<file path="config.mk">
export PLATFORM = sky130hd
export DESIGN_NAME = uart_rx_ctrl
export DESIGN_NICKNAME = d
export VERILOG_FILES = /design/src/rtl/uart_rx_ctrl_pkg.sv /design/src/rtl/sync_fifo.sv /design/src/rtl/uart_rx_ctrl.sv
export SDC_FILE = /design/constraint.sdc
export NUM_CORES = 1
export LEC_CHECK = 0
export ABC_AREA = 1
export BUFFER_PORTS_ARGS = -buffer_cell sky130_fd_sc_hd__buf_2
export CORE_ASPECT_RATIO = 1.2
export CORE_MARGIN = 2
export CORE_UTILIZATION = 59
export CTS_CLUSTER_SIZE = 40
export DETAILED_ROUTE_END_ITERATION = 10
export PLACE_DENSITY = 0.81
export RECOVER_POWER = 100
export SETUP_SLACK_MARGIN = 0.15
export SLEW_MARGIN = 20
export SYNTH_ARGS = -nofsm -noshare
export SYNTH_HDL_FRONTEND = slang
export SYNTH_SLANG_ARGS = --single-unit
</file>
<file path="constraint.sdc">
create_clock -name ref_clk -period 2.3 [get_ports ref_clk]
set_input_delay 0.46 -clock ref_clk [delete_from_list [all_inputs] [get_ports ref_clk]]
set_output_delay 0.46 -clock ref_clk [all_outputs]
set_load 0.02 [all_outputs]
</file>
<file path="src/rtl/uart_rx_ctrl_pkg.sv">
// Shared UART receive constants.
// Byte width, oversample factor and default divider width.
package uart_rx_ctrl_pkg;
  localparam int BYTE_W    = 8;
  localparam int OVS       = 8;
  localparam int DIV_W_DEF = 16;
endpackage

</file>
<file path="src/rtl/sync_fifo.sv">
// First-word-fall-through synchronous FIFO.
// Head word appears on dout while not empty; zero otherwise.
module sync_fifo #(
  parameter int W     = 8,
  parameter int DEPTH = 4,
  parameter int LW    = $clog2(DEPTH) + 1
) (
  input  logic          clk,
  input  logic          reset_n,
  input  logic          push,
  input  logic [W-1:0]  din,
  input  logic          pop,
  output logic [W-1:0]  dout,
  output logic [LW-1:0] level,
  output logic          full,
  output logic          empty
);
  localparam int AW = $clog2(DEPTH);

  logic [W-1:0]  mem [DEPTH];
  logic [AW-1:0] wptr;
  logic [AW-1:0] rptr;
  logic          do_push;
  logic          do_pop;

  assign empty   = (level == '0);
  assign full    = (level == LW'(DEPTH));
  assign do_pop  = pop && !empty;
  // a pop on full frees the slot for a same-cycle push
  assign do_push = push && (!full || do_pop);
  assign dout    = empty ? '0 : mem[rptr];

  always_ff @(posedge clk) begin
    if (do_push) mem[wptr] <= din;
  end

  always_ff @(posedge clk or negedge reset_n) begin
    if (!reset_n) begin
      wptr  <= '0;
      rptr  <= '0;
      level <= '0;
    end else begin
      if (do_push) wptr <= wptr + 1'b1;
      if (do_pop)  rptr <= rptr + 1'b1;
      unique case ({do_push, do_pop})
        2'b10:   level <= level + 1'b1;
        2'b01:   level <= level - 1'b1;
        default: level <= level;
      endcase
    end
  end
endmodule

</file>
<file path="src/rtl/uart_rx_ctrl.sv">
// Sequencer for a uart_rx engine: sample clock,
// receiver reset, byte capture FIFO, overrun and idle.
module uart_rx_ctrl
  import uart_rx_ctrl_pkg::*;
#(
  parameter int DEPTH      = 4,
  parameter int DIV_W      = DIV_W_DEF,
  parameter int IDLE_TICKS = 160,
  parameter int LW         = $clog2(DEPTH) + 1
) (
  input  logic              ref_clk,
  input  logic              reset_n,
  input  logic              enable,
  input  logic [DIV_W-1:0]  cfg_div,
  output logic              samp_clk,
  output logic              rx_reset,
  input  logic              rx_ready,
  input  logic [BYTE_W-1:0] rx_data,
  output logic              m_valid,
  output logic [BYTE_W-1:0] m_data,
  input  logic              m_ready,
  output logic [LW-1:0]     level,
  output logic              overrun,
  input  logic              ovr_clr,
  output logic              idle
);
  localparam int IW = $clog2(IDLE_TICKS + 1);
  localparam logic [IW-1:0] IDLE_MAX = IW'(IDLE_TICKS);

  logic [DIV_W-1:0]  div_cnt;
  logic [DIV_W-1:0]  div_max;
  logic              div_tc;
  logic              samp_rise;
  logic              rdy_s1;
  logic              rdy_s2;
  logic              rdy_s3;
  logic [BYTE_W-1:0] data_q;
  logic              push;
  logic              full;
  logic              empty;
  logic              drop;
  logic [IW-1:0]     idle_cnt;
  logic              armed;

  assign div_max   = (cfg_div == '0) ? DIV_W'(1) : cfg_div;
  assign div_tc    = (div_cnt >= div_max - 1'b1);
  assign samp_rise = enable && div_tc && !samp_clk;

  always_ff @(posedge ref_clk or negedge reset_n) begin
    if (!reset_n) begin
      div_cnt  <= '0;
      samp_clk <= 1'b0;
      rx_reset <= 1'b1;
    end else begin
      rx_reset <= ~enable;
      if (!enable) begin
        div_cnt  <= '0;
        samp_clk <= 1'b0;
      end else if (div_tc) begin
        div_cnt  <= '0;
        samp_clk <= ~samp_clk;
      end else begin
        div_cnt  <= div_cnt + 1'b1;
      end
    end
  end

  always_ff @(posedge ref_clk or negedge reset_n) begin
    if (!reset_n) begin
      rdy_s1 <= 1'b0;
      rdy_s2 <= 1'b0;
      rdy_s3 <= 1'b0;
      data_q <= '0;
    end else begin
      rdy_s1 <= rx_ready;
      rdy_s2 <= rdy_s1;
      rdy_s3 <= rdy_s2;
      data_q <= rx_data;
    end
  end

  assign push    = rdy_s2 && !rdy_s3;
  assign m_valid = !empty;
  assign drop    = push && full && !m_ready;

  sync_fifo #(
    .W     (BYTE_W),
    .DEPTH (DEPTH),
    .LW    (LW)
  ) u_fifo (
    .clk     (ref_clk),
    .reset_n (reset_n),
    .push    (push),
    .din     (data_q),
    .pop     (m_ready),
    .dout    (m_data),
    .level   (level),
    .full    (full),
    .empty   (empty)
  );

  always_ff @(posedge ref_clk or negedge reset_n) begin
    if (!reset_n)     overrun <= 1'b0;
    else if (drop)    overrun <= 1'b1;
    else if (ovr_clr) overrun <= 1'b0;
  end

  // idle fires once per burst: armed by a push, spent by the pulse
  always_ff @(posedge ref_clk or negedge reset_n) begin
    if (!reset_n) begin
      idle_cnt <= '0;
      armed    <= 1'b0;
      idle     <= 1'b0;
    end else begin
      idle <= 1'b0;
      if (!enable) begin
        idle_cnt <= '0;
        armed    <= 1'b0;
      end else if (push) begin
        idle_cnt <= '0;
        armed    <= 1'b1;
      end else if (samp_rise && idle_cnt != IDLE_MAX) begin
        idle_cnt <= idle_cnt + 1'b1;
        if (armed && idle_cnt == IDLE_MAX - 1'b1) begin
          idle  <= 1'b1;
          armed <= 1'b0;
        end
      end
    end
  end
endmodule

</file>
==> qor.csv, run 1 <==
stage,metric,value,unit
cells_and_area,final_nets,605,
floorplanning,initial_utilization,0.609,
floorplanning,io_pins,46,
setup_path,critPathMostFrequentCell,nand2_1,
drt,drtIter0Drc,134,
synthesis,synth_area_leaders,"dfrtp_1, edfxtp_1, ha_1",
floorplanning,core_area,6850,sq um
cts,clk_pin_slew,0.09,ns
pwr,combPwrFrac,0.301,
pwr,power,4100,uW
synthesis,ys_ff_latch,79,
synthesis,synth_top_family_by_area,simple AND/OR/NAND/NOR gates,
placed_design,placed_cells,623,
timing,grt_setup_unrepaired,true,
outcome,violations,setup timing,
setup_path,critPathLaunchType,input pin,
synthesis,seq_area_frac_synth,0.512,
placed_design,io_buffers,45,
cells_and_area,fin_area,5170,sq um
placed_design,dp_hpwl,6260,um
setup_path,path_buf_inv,5,
global_route,grt_overflow,0,
drt,ant_nets,0,
synthesis,syn-instance-count,457,
timing,setup_tns,-8.21,ns
timing,clock.fmax,372,MHz
outcome,status,"finished, violations left",
pwr,pwr-share-clk,0.266,
setup_path,path_delay_family,simple AND/OR/NAND/NOR gates,
synthesis,synthAdderAreaFrac,0.0767,
flow_run,maxCapViolations,0,
global_route,grt_pass1_wl,14700,um
drt,routed_via_density,5.47,
cts,insertion_delay,0.36,ns
floorplanning,dieArea,7770,sq um
cells_and_area,post-route-util,0.754,
synthesis,synth.distinct_cells,36,
setup_path,cp-end-kind,register,
pwr,power.internal,2590,uW
synthesis,synth_xor_area_frac,0.0503,
cells_and_area,synthToLayoutAreaGrowth,23.8,%
cells_and_area,drive_above_1_share,0.279,
synthesis,synth-compound-area-share,0.0776,
synthesis,yosys.area_share.simple,0.221,
setup_path,cp_max_fo,7,
timing,finalCritPeriodShare,1.17,
synthesis,synth_top_cell_area_share,0.276,
timing,setup_viol,27,
pwr,p_seq_frac,0.434,
cells_and_area,final_cells,642,
cells_and_area,num_antenna_cells,0,
drt,num_vias,3513,
drt,wl,9250,um
pwr,p_leak,0.00239,uW
pwr,pwr_density_cell,793,nW/um^2
setup_path,cp.arrival,2.93,ns
drt,dr.pass1.iters,4,
timing,slew_headroom,0.0195,
drt,wl_per_cell,14.4,um
floorplanning,row_count,33,
cts,cts_sinks,79,
timing,skew,0.0123,ns
cts,htree_num_levels,3,
synthesis,synth_mux_area_frac,0,
setup_path,cp.required,2.54,ns
setup_path,crit_type,input pin to register,
cts,cts_tree,done,
synthesis,synth_top_cell_by_area,dfrtp_1,
synthesis,syn-cell-area,4180,sq um
drt,drc,0,
synthesis,yosys_warnings,0,
cts,cts-buffers-inserted,9,
global_route,grt_pass1_vias,3494,
min_path,holdCritPathClass,input pin to register,
global_route,grt_usage,0.252,
global_route,antenna_found_initial,0,
placed_design,place_area,4810,sq um
timing,maxSlewViolCount,0,
cts,cts_root_buffer,clkbuf_8,
floorplanning,die_x,80.8,um
timing,worst_pin_slew,1.47,ns
timing,period_needed,2.69,ns
placed_design,place_congestion,0.881,
setup_path,cpPeakStageDelay,0.25,ns
setup_path,crit_slowest_cell,or2_4,
synthesis,synth_nets,512,
timing,hold_viol_final,0,
pwr,p_switching,1510,uW
global_route,grt_max_degree,28,
floorplanning,die_y,96.2,um
pwr,swShare,0.367,
synthesis,syn_area_per_cell,9.14,sq um
cts,clockBufferDepth,2,
timing,setup_slack,-0.389,ns
pwr,peakVddDrop,577,uV
[cells in the mapped netlist]
| master | number |
|---|---|
| nor2_1 | 78 |
| nand2_1 | 73 |
| inv_1 | 51 |
| dfrtp_1 | 46 |
| edfxtp_1 | 32 |
| o21ai_0 | 25 |
| ha_1 | 24 |
| xor2_1 | 20 |
| a21oi_1 | 18 |
| nor3_1 | 13 |
| nand3_1 | 12 |
| o21ai_1 | 10 |
| nand4_1 | 8 |
| inv_2 | 7 |
| buf_2 | 5 |
| nand3_2 | 4 |
| nor4_1 | 4 |
| xnor2_1 | 4 |
| nand2_2 | 2 |
| nand4_2 | 2 |
| nor2_2 | 2 |
| nor3_4 | 2 |
| o21ai_2 | 2 |
| a21oi_4 | 1 |
| a31oi_1 | 1 |
| buf_6 | 1 |
| clkbuf_1 | 1 |
| clkinv_1 | 1 |
| dfstp_2 | 1 |
| fa_1 | 1 |
| nor2_4 | 1 |
| nor3b_1 | 1 |
| o21bai_1 | 1 |
| o21bai_2 | 1 |
| or2_1 | 1 |
| or2_2 | 1 |
[placed cells by master, fill, tap and decap left out, types with 8 or more instances in the layout]
cell type,Yosys,routed
xor2_1,20,20
edfxtp_1,32,32
nand2_2,2,9
buf_2,5,34
clkbuf_8,0,9
nor3_1,13,9
clkbuf_1,1,12
o21ai_1,10,8
o21ai_0,25,23
nor2_1,78,72
ha_1,24,22
inv_1,51,49
a21oi_1,18,18
dfrtp_1,46,44
nand4_1,8,8
nand3_1,12,12
nand2_1,73,61
buf_4,0,33
[power groups by stage]
stage / Clock, uW / Sequential, uW / Combinational (uW)
after floorplan: 0 / 1740 / 797
after global placement: 0 / 1770 / 1100
after detailed placement: 0 / 1790 / 1150
after CTS: 1100 / 1770 / 1200
after global routing: 1170 / 1790 / 1370
final: 1090 / 1780 / 1230
[sequential cells by signal (all words and copies together), names as in the netlist]
register and cells:
armed 1, u_fifo.level 3, rx_reset 1, samp_clk 1, idle_cnt 8, rdy_s3 1, rdy_s2 1, u_fifo.wptr 2
u_fifo.rptr 2, idle 1, u_fifo.mem 32, overrun 1, rdy_s1 1, data_q 8, div_cnt 16
[final timing paths]
kind                                   from                    endpoint  slack, ns  depth (start not counted)
min                                rx_ready            rdy_s1$_DFF_PN0_       0.21                          1
max in group asynchronous           reset_n     idle_cnt[2]$_DFFE_PN0P_       0.62                          2
max reg2reg                rdy_s3$_DFF_PN0_  u_fifo.mem[2][0]$_DFFE_PP_       0.13                          6
min reg2reg                rdy_s2$_DFF_PN0_            rdy_s3$_DFF_PN0_       0.39                          0
min in group asynchronous           reset_n        div_cnt[1]$_DFF_PN0_       0.44                          1
max                             cfg_div[12]     idle_cnt[7]$_DFFE_PN0P_      -0.39                         25
[area by class of cell]
cell class | instances | area, sq um
clock inverter | 7 | 86.3
multi-input combinational | 312 | 1940
fill | 486 | 1690
timing repair buffer | 89 | 538
clock buffer | 9 | 124
inverter | 59 | 229
sequential | 79 | 2140
tap | 87 | 109
[logic make-up (layout without fill, tap and decap cells)]
family / after synthesis / count (layout)
compound gates: 59 / 59
xor+xnor: 24 / 24
fa+ha+maj: 25 / 25
buf+inv: 66 / 164
flops: 79 / 79
simple gates: 204 / 204
[stage by stage]
step | hold slack [ns] | setup WS, ns
3_5_place_dp | 0.376 | -1.01
2_1_floorplan | 0.164 | -0.528
6_report | 0.209 | -0.389
4_1_cts | 0.115 | -0.329
5_1_grt | 0.180 | -0.586
3_3_place_gp | 0.368 | -0.880
[metal layers]
| metal | vias to the layer above | global-route usage | wire (um) |
|---|---|---|---|
| li1 | 1692 | - | - |
| met1 | 1646 | 0.250 | 3390 |
| met2 | 134 | 0.481 | 5000 |
| met3 | 41 | 0.0525 | 476 |
| met4 | 0 | 0.143 | 385 |
| met5 | - | 0 | 0 |
[timing repair]
action | in CTS | in global routing
resized for setup | 28 | 19
hold buffers | 0 | 0
setup buffers | 0 | 3
setup endpoints to repair | 35 | 36
pin swaps | 15 | 4
Note: power is estimated with default switching activity, not from simulation.
==> run 2: changes to the inputs <==
ABC_AREA = unset   (was 1)
CORE_MARGIN = 4   (was 2)
CORE_UTILIZATION = 58   (was 59)
PLACE_DENSITY = 0.8   (was 0.81)
==> run 2 against run 1 <==
The flow still finishes with violations (setup timing). Non-clock buffer count rose by 10. Final area rose by 3.9%. Wire length rose by 13%. Sequential share of layout area fell by 1.6 points. Die area rose by 5.3%. Synthesized cell count fell by 29%. Core utilization rose by 6.9 points. Global-route usage fell by 1.9 points. Clock power fell by 4%. Highest routed layer unchanged. Worst hold slack got worse by 0.070 ns. Final cell count fell by 19%. Fmax fell by 19%.
==> qor.csv, run 2 <==
stage,metric,value,unit,change
floorplanning,row_count,32,,was 33
pwr,p_seq_frac,0.408,,was 0.434
synthesis,syn-cell-area,3940,sq um,was 4180 sq um
floorplanning,die_y,98.3,um,was 96.2 um
cts,htree_num_levels,3,,unchanged
synthesis,synth-edff-count,32,,unchanged
synthesis,ys_async_sr_fraction,0.595,,unchanged
cells_and_area,final_cell_mix,"buf_4, dfrtp_1, buf_2",,"was nor2_1, nand2_1, inv_1"
cts,holdBufCountCts,0,,unchanged
cts,cts_root_buffer,clkbuf_8,,unchanged
synthesis,ys.flop_type,dfrtp_1,,unchanged
drt,wl_per_cell,20.1,um,was 14.4 um
outcome,violations,setup timing,,unchanged
drt,routed_via_density,5.98,,was 5.47
pwr,power.internal,2910,uW,was 2590 uW
synthesis,seq_area_frac_synth,0.543,,was 0.512
cts,insertion_delay,0.36,ns,about the same
synthesis,ys_ff_latch,79,,unchanged
setup_path,ff2ff_setup_slack,-0.10,ns,was 0.13 ns
timing,grt_setup_unrepaired,true,,unchanged
global_route,grt_max_degree,31,,was 28
cts,clockBufferDepth,2,,unchanged
synthesis,yosys_warnings,0,,unchanged
outcome,status,"finished, violations left",,unchanged
timing,worst_pin_slew,0.696,ns,was 1.47 ns
setup_path,crit_type,input pin to register,,unchanged
pwr,peakVddDrop,759,uV,was 577 uV
synthesis,synth_top_cell_by_area,dfrtp_1,,unchanged
pwr,combPwrFrac,0.348,,was 0.301
drt,dr.pass1.iters,4,,unchanged
drt,drtIter0Drc,143,,was 134
global_route,grt_pass1_vias,3145,,"was 3,494"
synthesis,syn-instance-count,324,,was 457
timing,period_needed,3.30,ns,was 2.69 ns
cells_and_area,top_regs,"u_fifo.mem: 32 flops, div_cnt: 16 flops",,unchanged
pwr,pwr_density_cell,801,nW/um^2,was 793 nW/um^2
cells_and_area,num_antenna_cells,0,,unchanged
placed_design,place_area,4600,sq um,was 4810 sq um
synthesis,synth_nets,379,,was 512
floorplanning,die_x,83.2,um,was 80.8 um
floorplanning,core_area,6530,sq um,was 6850 sq um
cts,cts_tree,done,,unchanged
setup_path,cp-end-kind,register,,unchanged
cells_and_area,final_nets,485,,was 605
setup_path,cp_max_fo,6,,was 7
global_route,antenna_found_initial,0,,unchanged
floorplanning,dieArea,8180,sq um,was 7770 sq um
floorplanning,initial_utilization,0.603,,was 0.609
min_path,holdCritPathClass,input pin to asynchronous set/reset pin,,was input pin to register
setup_path,cp.arrival,3.59,ns,was 2.93 ns
timing,setup_slack,-1.00,ns,was -0.389 ns
cts,cts-buffers-inserted,9,,unchanged
synthesis,synth_most_common_cell,dfrtp_1,,was nor2_1
cts,clk_pin_slew,0.09,ns,about the same
timing,maxSlewViolCount,0,,unchanged
flow_run,maxCapViolations,0,,unchanged
timing,skew,0.0143,ns,was 0.0123 ns
placed_design,place_congestion,0.819,,was 0.881
timing,setup_viol,27,,unchanged
cts,cts_sinks,79,,unchanged
synthesis,synth_top_cell_area_share,0.292,,was 0.276
placed_design,dp_slack,-1.45,ns,was -1.01 ns
pwr,p_switching,1390,uW,was 1510 uW
drt,num_vias,3111,,"was 3,513"
placed_design,io_buffers,45,,unchanged
cells_and_area,fin_area,5370,sq um,was 5170 sq um
drt,ant_nets,0,,unchanged
timing,clock.fmax,303,MHz,was 372 MHz
cells_and_area,largest_reg_flops,32,,unchanged
pwr,pwr-share-clk,0.245,,was 0.266
timing,finalCritPeriodShare,1.43,,was 1.17
timing,setup_tns,-25.21,ns,was -8.21 ns
cells_and_area,drive_above_1_share,0.425,,was 0.279
drt,wl,10400,um,was 9250 um
cells_and_area,nFillCells,341,,was 486
setup_path,cp.required,2.59,ns,was 2.54 ns
global_route,grt_overflow,0,,unchanged
pwr,p_leak,0.00226,uW,was 0.00239 uW
drt,drc,0,,unchanged
placed_design,dp_hpwl,6190,um,was 6260 um
setup_path,critPathLaunchType,input pin,,unchanged
global_route,grt_usage,0.233,,was 0.252
cells_and_area,final_common_cell,buf_4,,was nor2_1
pwr,swShare,0.324,,was 0.367
synthesis,synth_area_leaders,"dfrtp_1, edfxtp_1, ha_1",,unchanged
synthesis,synth.distinct_cells,49,,was 36
global_route,grt_pass1_wl,15100,um,"was 14,700 um"
cells_and_area,largest-register,u_fifo.mem,,unchanged
synthesis,synthTopCellsByCount,"dfrtp_1, edfxtp_1, nor2_1, ha_1, xor2_1",,"was nor2_1, nand2_1, inv_1, dfrtp_1, edfxtp_1"
synthesis,syn_area_per_cell,12.2,sq um,was 9.14 sq um
cells_and_area,synthToLayoutAreaGrowth,36.3,%,was 23.8%
timing,slew_headroom,0.536,,was 0.0195
timing,hold_viol_final,0,,unchanged
floorplanning,io_pins,46,,unchanged
-- run 2: cell count changes in the layout (fill, tap and decap cells not counted), sizes merged, moves of 6 or more --
cell,before,now
a21oi,19,10
and3,0,11
buf,71,98
clkbuf,27,10
inv,63,15
mux4,0,8
nand2,75,10
nand4,10,3
nor2,81,32
nor2b,0,13
nor3,15,9
o21ai,37,10
xnor2,4,14
-- run 2: logic make-up after synthesis --
family | synth area share
xor+xnor | 0.0712
compound gates | 0.0670
flops | 0.543
fa+ha+maj | 0.0813
mux | 0.0483
buf+inv | 0.0172
simple gates | 0.172
-- run 2: what timing repair did --
| action | 4_1_cts | 5_1_grt |
|---|---|---|
| gates resized for setup | 52 | 59 |
| gates cloned | 3 | 0 |
| setup buffers | 9 | 3 |
| endpoints found under the setup margin | 35 | 35 |
| pin swaps | 39 | 21 |
-- run 2: layer usage --
| metal | up-vias | share of wire | GRT usage |
|---|---|---|---|
| met4 | 0 | 0.049 | 0.0994 |
| met5 | - | 0 | 0 |
| met1 | 1513 | 0.34 | 0.255 |
| li1 | 1408 | - | - |
| met2 | 147 | 0.56 | 0.439 |
| met3 | 43 | 0.055 | 0.0397 |
-- run 2: final timing paths --
kind                                       from                 endpoint  cells after the start
max                                  cfg_div[6]  idle_cnt[0]$_DFFE_PN0P_                     17
min                                     reset_n      data_q[3]$_DFF_PN0_                      1
max reg2reg                div_cnt[0]$_DFF_PN0_  idle_cnt[2]$_DFFE_PN0P_                     10
min reg2reg                    rdy_s1$_DFF_PN0_         rdy_s2$_DFF_PN0_                      0
max in group asynchronous               reset_n    div_cnt[13]$_DFF_PN0_                      2
min in group ref_clk                 rx_data[0]      data_q[0]$_DFF_PN0_                      1
-- run 2: critical path, cell delays in order --
cell,delay (ns)
buf_8,0.10
nor4_4,0.30
nand3_2,0.14
nor4_4,0.28
nor2_2,0.11
ha_4,0.19
nand2_4,0.09
nor3_4,0.05
xnor2_1,0.12
ha_1,0.28
and4_4,0.23
o211ai_1,0.13
nor3_4,0.36
nor3_4,0.12
buf_6,0.15
or3_1,0.34
a21oi_2,0.12
-- run 2: power by group through the flow --
stage | combinational, uW | sequential (uW) | clock (uW)
after global routing | 1610 | 1770 | 1130
after global placement | 1080 | 1750 | 0
after CTS | 1270 | 1750 | 1050
after floorplan | 735 | 1750 | 0
after detailed placement | 1120 | 1760 | 0
final | 1500 | 1750 | 1050
-- run 2: area by class of cell --
| cell class | count | area [sq um] | share of cell area |
|---|---|---|---|
| Inverter | 12 | 45.0 | 0.00839 |
| Multi-Input combinational cell | 229 | 2110 | 0.394 |
| Clock buffer | 9 | 124 | 0.0231 |
| Clock inverter | 7 | 77.6 | 0.0145 |
| Timing Repair Buffer | 99 | 762 | 0.142 |
| Tap cell | 85 | 106 | 0.0198 |
| Sequential cell | 79 | 2140 | 0.399 |
-- run 2: stage by stage --
step / hold slack (ns) / util / instances / power, uW
floorplan: 0.164 / - / 324 / 2480
global placement: 0.333 / 0.704 / 489 / 2840
detailed placement: 0.370 / 0.704 / 489 / 2890
CTS: 0.147 / 0.781 / 517 / 4070
global route: 0.169 / 0.822 / 520 / 4520
finish: 0.139 / 0.822 / 520 / 4300
